[config.mk]
export PLATFORM = sky130hd
export DESIGN_NAME = bp_update_ctrl_flat
export DESIGN_NICKNAME = d
export VERILOG_FILES = /design/src/rtl/bp_pkg.sv /design/src/rtl/bp_update_ctrl_if.sv /design/src/rtl/bp_update_fifo.sv /design/src/rtl/bp_update_ctrl.sv /design/src/flat_wrapper.sv
export SDC_FILE = /design/constraint.sdc
export NUM_CORES = 1
export LEC_CHECK = 0
export ABC_AREA = 1
export CAP_MARGIN = 20
export CORE_ASPECT_RATIO = 0.8
export CORE_MARGIN = 2
export CORE_UTILIZATION = 30
export CTS_BUF_LIST = sky130_fd_sc_hd__clkbuf_8
export DETAILED_ROUTE_END_ITERATION = 7
export PLACE_DENSITY_LB_ADDON = 0.25
export SYNTH_ARGS = -nofsm -noshare
export SYNTH_HDL_FRONTEND = slang
export SYNTH_SLANG_ARGS = --single-unit
[constraint.sdc]
create_clock -name clk -period 6.1 [get_ports clk]
set_input_delay 1.22 -clock clk [delete_from_list [all_inputs] [get_ports clk]]
set_output_delay 1.22 -clock clk [all_outputs]
set_load 0.01 [all_outputs]
[src/rtl/bp_pkg.sv]
// Shared types and defaults for the branch-predictor update controller.
package bp_pkg;

  localparam int unsigned BP_UPD_DEPTH_DEFAULT = 4;
  localparam logic [31:0] BP_INSN_BYTES        = 32'd4;

  typedef struct packed {
    logic [31:0] pc;
    logic        taken;
    logic [31:0] target;
  } bp_update_t;

  // Fall-through is pc+4 with natural 32-bit wrap.
  function automatic logic [31:0] bp_next_pc(input logic [31:0] pc,
                                             input logic        taken,
                                             input logic [31:0] target);
    return taken ? target : pc + BP_INSN_BYTES;
  endfunction

endpackage

[src/rtl/bp_update_ctrl_if.sv]
// EXE-stage branch-resolution handshake into the predictor update controller.
interface bp_update_ctrl_if;

  logic        exe_valid;
  logic [31:0] exe_pc;
  logic        exe_taken;
  logic [31:0] exe_target;
  logic        exe_pred_taken;
  logic [31:0] exe_pred_target;
  logic        exe_ready;

  modport master (
    output exe_valid,
    output exe_pc,
    output exe_taken,
    output exe_target,
    output exe_pred_taken,
    output exe_pred_target,
    input  exe_ready
  );

  modport slave (
    input  exe_valid,
    input  exe_pc,
    input  exe_taken,
    input  exe_target,
    input  exe_pred_taken,
    input  exe_pred_target,
    output exe_ready
  );

endinterface

[src/rtl/bp_update_fifo.sv]
// DEPTH-entry FIFO of resolved branches; head is visible combinationally.
module bp_update_fifo
  import bp_pkg::*;
#(
  parameter int unsigned DEPTH = BP_UPD_DEPTH_DEFAULT
) (
  input  logic       clk,
  input  logic       rst,
  input  logic       push,
  input  bp_update_t din,
  input  logic       pop,
  output bp_update_t dout,
  output logic       full,
  output logic       empty
);

  localparam int unsigned AW = $clog2(DEPTH);
  localparam int unsigned CW = AW + 1;

  bp_update_t      mem [DEPTH];
  logic [AW-1:0]   rd_ptr;
  logic [AW-1:0]   wr_ptr;
  logic [CW-1:0]   count;
  logic            do_push;
  logic            do_pop;

  assign full    = (count == CW'(DEPTH));
  assign empty   = (count == '0);
  assign do_push = push && !full;
  assign do_pop  = pop && !empty;
  assign dout    = mem[rd_ptr];

  // DEPTH is a power of two, so pointer increment wraps modulo DEPTH.
  always_ff @(posedge clk) begin
    if (rst) begin
      rd_ptr <= '0;
      wr_ptr <= '0;
      count  <= '0;
    end else begin
      if (do_push) wr_ptr <= wr_ptr + 1'b1;
      if (do_pop)  rd_ptr <= rd_ptr + 1'b1;
      case ({do_push, do_pop})
        2'b10:   count <= count + 1'b1;
        2'b01:   count <= count - 1'b1;
        default: count <= count;
      endcase
    end
  end

  always_ff @(posedge clk) begin
    if (do_push) mem[wr_ptr] <= din;
  end

  a_no_pop_empty:  assert property (@(posedge clk) disable iff (rst) !(pop && empty));
  a_no_push_full:  assert property (@(posedge clk) disable iff (rst) !(push && full));

endmodule

[src/rtl/bp_update_ctrl.sv]
// Queues resolved branches for the predictor update port and issues mispredict redirects.
// Optional BP_PERF_CNT_EN adds perf_branches / perf_mispredicts counters.
module bp_update_ctrl
  import bp_pkg::*;
#(
  parameter int unsigned DEPTH = BP_UPD_DEPTH_DEFAULT
) (
  input  logic                   clk,
  input  logic                   rst,
  bp_update_ctrl_if.slave        exe,
  input  logic                   hold,
  output logic                   redirect_valid,
  output logic [31:0]            redirect_pc,
  output logic                   bp_update_valid,
  output logic [31:0]            bp_update_pc,
  output logic                   bp_update_taken,
  output logic [31:0]            bp_update_target
`ifdef BP_PERF_CNT_EN
  ,
  output logic [31:0]            perf_branches,
  output logic [31:0]            perf_mispredicts
`endif
);

  bp_update_t  entry;
  bp_update_t  head;
  logic        fifo_full;
  logic        fifo_empty;
  logic        accept;
  logic [31:0] actual_next;
  logic [31:0] pred_next;
  logic        mispredict;

  assign exe.exe_ready = !fifo_full;
  assign accept        = exe.exe_valid && !fifo_full;

  assign actual_next = bp_next_pc(exe.exe_pc, exe.exe_taken, exe.exe_target);
  assign pred_next   = bp_next_pc(exe.exe_pc, exe.exe_pred_taken, exe.exe_pred_target);
  assign mispredict  = accept && (actual_next != pred_next);

  assign entry.pc     = exe.exe_pc;
  assign entry.taken  = exe.exe_taken;
  assign entry.target = exe.exe_target;

  bp_update_fifo #(
    .DEPTH (DEPTH)
  ) u_fifo (
    .clk   (clk),
    .rst   (rst),
    .push  (accept),
    .din   (entry),
    .pop   (bp_update_valid),
    .dout  (head),
    .full  (fifo_full),
    .empty (fifo_empty)
  );

  // hold only gates the drain side; EXE keeps filling until full.
  assign bp_update_valid  = !fifo_empty && !hold;
  assign bp_update_pc     = head.pc;
  assign bp_update_taken  = head.taken;
  assign bp_update_target = head.target;

  always_ff @(posedge clk) begin
    if (rst) begin
      redirect_valid <= 1'b0;
      redirect_pc    <= '0;
    end else begin
      redirect_valid <= mispredict;
      if (mispredict) redirect_pc <= actual_next;
    end
  end

`ifdef BP_PERF_CNT_EN
  always_ff @(posedge clk) begin
    if (rst) begin
      perf_branches    <= '0;
      perf_mispredicts <= '0;
    end else begin
      if (accept)     perf_branches    <= perf_branches + 32'd1;
      if (mispredict) perf_mispredicts <= perf_mispredicts + 32'd1;
    end
  end
`endif

endmodule

[src/flat_wrapper.sv]
// flat-port wrapper written by rule: the top's interface ports become plain ports
module bp_update_ctrl_flat import bp_pkg::*;
#(
  parameter int unsigned DEPTH = BP_UPD_DEPTH_DEFAULT
)
  (clk, rst, hold, redirect_valid, redirect_pc, bp_update_valid, bp_update_pc, bp_update_taken, bp_update_target, exe_exe_valid, exe_exe_pc, exe_exe_taken, exe_exe_target, exe_exe_pred_taken, exe_exe_pred_target, exe_exe_ready);
  bp_update_ctrl_if exe_i ();
  input  logic clk;
  input  logic rst;
  input  logic hold;
  output logic redirect_valid;
  output logic [31:0] redirect_pc;
  output logic bp_update_valid;
  output logic [31:0] bp_update_pc;
  output logic bp_update_taken;
  output logic [31:0] bp_update_target;
  input wire logic [$bits(exe_i.exe_valid)-1:0] exe_exe_valid;
  input wire logic [$bits(exe_i.exe_pc)-1:0] exe_exe_pc;
  input wire logic [$bits(exe_i.exe_taken)-1:0] exe_exe_taken;
  input wire logic [$bits(exe_i.exe_target)-1:0] exe_exe_target;
  input wire logic [$bits(exe_i.exe_pred_taken)-1:0] exe_exe_pred_taken;
  input wire logic [$bits(exe_i.exe_pred_target)-1:0] exe_exe_pred_target;
  output wire logic [$bits(exe_i.exe_ready)-1:0] exe_exe_ready;
  assign exe_i.exe_valid = exe_exe_valid;
  assign exe_i.exe_pc = exe_exe_pc;
  assign exe_i.exe_taken = exe_exe_taken;
  assign exe_i.exe_target = exe_exe_target;
  assign exe_i.exe_pred_taken = exe_exe_pred_taken;
  assign exe_i.exe_pred_target = exe_exe_pred_target;
  assign exe_exe_ready = exe_i.exe_ready;
  bp_update_ctrl #(.DEPTH(DEPTH)) u_core (.clk(clk), .rst(rst), .exe(exe_i), .hold(hold), .redirect_valid(redirect_valid), .redirect_pc(redirect_pc), .bp_update_valid(bp_update_valid), .bp_update_pc(bp_update_pc), .bp_update_taken(bp_update_taken), .bp_update_target(bp_update_target));
endmodule
==> results.json <==
{
  "path_class": "flop to output pin",
  "hold_ws_ns": 0.457,
  "initial_core_util": 0.305,
  "gp_congestion": 0.906,
  "antenna_found_initial": 7,
  "coreArea_mm2": 0.0472,
  "drv_cap": 0,
  "vias_per_cell": 4.89,
  "max_freq_mhz": 221,
  "finalWirelength_mm": 47.7,
  "ios": 202,
  "cpLargestDelayFamily": "buffers and inverters",
  "violations": "design-rule violations",
  "post-cts-setup-buffers": 0,
  "numCtsBuffers": 49,
  "ys_seq_elements": 302,
  "path_buf_inv": 2,
  "clkTransAtPathRegs_ns": 0.06,
  "cts.sinks": 302,
  "finalClockSkew_ns": 0.0399,
  "cp-end-kind": "output pin",
  "synthCells": 1608,
  "rows": 71,
  "die-area_mm2": 0.0497,
  "grt-ovfl-total": 0,
  "outcome": "finished, violations left",
  "ir_drop_mv": 0.179,
  "vias": 12100,
  "yosysTopAreaCellShare": 0.543,
  "grt_pass1_vias": 11300,
  "hold_start": "u_core.u_fifo.rd_ptr[1]",
  "syn_to_final_growth_pct": 26.0,
  "leakage_nw": 7.12,
  "drt_iter0_drc": 1018,
  "die-height_um": 200,
  "power.total_mw": 6.06,
  "timing.hold.worst.class": "flop to flop",
  "synthFlopType": "edfxtp_1",
  "rsz0062_at_grt": "no",
  "yosysWarnings": 0,
  "period_share": 0.741,
  "syn-num-nets": 1717,
  "power.density_mw_per_mm2": 334,
  "synth_most_common_cell": "nand2_1",
  "cts_max_level": 2,
  "crit_required_ns": 4.88,
  "synthArstFlopShare": 0,
  "period_needed_ns": 4.52,
  "avgRoutedWirePerCell_um": 19.4,
  "nFillCells": 4671,
  "cp-start-kind": "flop",
  "synth_edf_count": 260,
  "grt_pass1_wl_mm": 70.4,
  "drive_gt1_frac": 0.0803,
  "setup_tns_ns": 0,
  "max_stage_delay_ns": 0.76,
  "cts_tree": "yes",
  "worst-path-max-fanout": 72,
  "grt_usage": 0.188,
  "crit_chain": "buf_4 -> o21ai_0 -> o22ai_1 -> clkdlybuf4s50_1",
  "setup-violations-final": 0,
  "portBuffers": 201,
  "clk_latency_ns": 0.60,
  "ant_nets": 0,
  "hpwl_mm": 32.4,
  "ys_seq_area_frac": 0.601,
  "hold_buffers": 0,
  "ys_top_cells_by_area": "edfxtp_1, nand2_1, nor2_1",
  "synth.cell_area_mm2": 0.0144,
  "synth_top_area_cell": "edfxtp_1",
  "hold_violations": 0,
  "yosys.cell_types.count": 31,
  "dieWidth_um": 249,
  "max_slew.worst_pin.slew_ns": 0.832,
  "syn_area_per_cell_um2": 8.95,
  "drc": 2,
  "synth_common_cells": "nand2_1, edfxtp_1, nor2_1",
  "clock_path_buffers": 3,
  "postCtsResizedCells": 0,
  "grt_max_degree": 80,
  "crit_arrival_ns": 3.30,
  "crit_slowest_cell": "dfxtp_4",
  "nets": 1913,
  "slew_viol_final": 0,
  "firstDrtPassIters": 8,
  "r2r_start": "u_core.u_fifo.count[0]",
  "slew-limit-headroom": 0.445,
  "cts-root-buf": "clkbuf_8"
}
==> worst min-delay path: stages, from the launching register on <==
cell and delay, ns:
dfxtp_1 0.29, inv_1 0.05, a21oi_1 0.07
==> path summary, 6_finish.rpt <==
kind                            end  slack [ns]  depth (start not counted)
max            bp_update_target[24]        1.58                          4
min                            flop        0.46                          2
max reg2reg  u_core.redirect_pc[24]        3.67                          8
min reg2reg                    flop        0.46                          2
==> kinds of logic (layout without fill, tap and decap cells) <==
logic type      count (synthesis)  in the layout  share of synthesized area
compound gates                243            243                     0.0909
xor+xnor                        2              2                    0.00122
fa+ha+maj                       7              7                    0.00661
buf+inv                       169            403                     0.0470
flops                         302            302                      0.601
other cells                     0              2                          0
simple gates                  885            885                      0.253
==> through the flow <==
stage	setup slack, ns	utilization	cells	instance area, um2
final	1.58	0.384	2464	18100
after detailed placement	1.11	0.363	2372	17100
after floorplan	1.48	-	1608	14400
after global placement	1.05	0.362	2371	17100
after CTS	0.949	0.384	2461	18100
after global routing	1.23	0.384	2463	18100
==> cells in the final DEF (no fill, tap or decap), drive strengths merged <==
cell type	n
fa	1
a21oi	30
dfxtp	42
nand2	467
and2	1
clkinvlp	2
nand3b	2
o21bai	2
ha	6
buf	23
xor2	2
nand4	3
clkdlybuf4s50	201
or2	43
diode	2
clkinv	15
clkbuf	53
nor2	243
bufinv	4
inv	105
o21ai	145
o22ai	65
nand3	125
a31oi	1
edfxtp	260
nor3	1
==> flip-flops by register name (all words and copies together), names as in the netlist, named ones only <==
| name | flops |
|---|---|
| u_core.u_fifo.rd_ptr | 2 |
| u_core.redirect_valid | 1 |
| u_core.u_fifo.wr_ptr | 2 |
| u_core.u_fifo.count | 3 |
| u_core.u_fifo.mem | 260 |
| u_core.redirect_pc | 32 |
==> metal layers <==
metal | up-vias | share of wire | GRT usage
li1 | 5827 | - | -
met1 | 5746 | 0.46 | 0.265
met2 | 404 | 0.45 | 0.298
met3 | 74 | 0.069 | 0.0358
met4 | 2 | 0.020 | 0.0501
met5 | - | 0.00034 | 0
==> report_power, final <==
| part | switching [mW] | internal (mW) | total (mW) | leakage (nW) |
|---|---|---|---|---|
| clock network | 0.817 | 0.972 | 1.79 | 0.554 |
| logic | 0.982 | 0.723 | 1.70 | 3.83 |
| registers | 0.104 | 2.46 | 2.57 | 2.74 |
| total | 1.90 | 4.16 | 6.06 | 7.12 |
==> layout make-up <==
| class | instances | area (um2) | share of cell area |
|---|---|---|---|
| Multi-Input combinational cell | 1137 | 5100 | 0.281 |
| Clock buffer | 53 | 729 | 0.0402 |
| Inverter | 90 | 339 | 0.0187 |
| Sequential cell | 302 | 8660 | 0.477 |
| Antenna cell | 2 | 5.00 | 0.000276 |
| Tap cell | 620 | 776 | 0.0428 |
| Clock inverter | 36 | 262 | 0.0144 |
| Timing Repair Buffer | 224 | 2270 | 0.125 |
(Power assumes the default switching activity.)
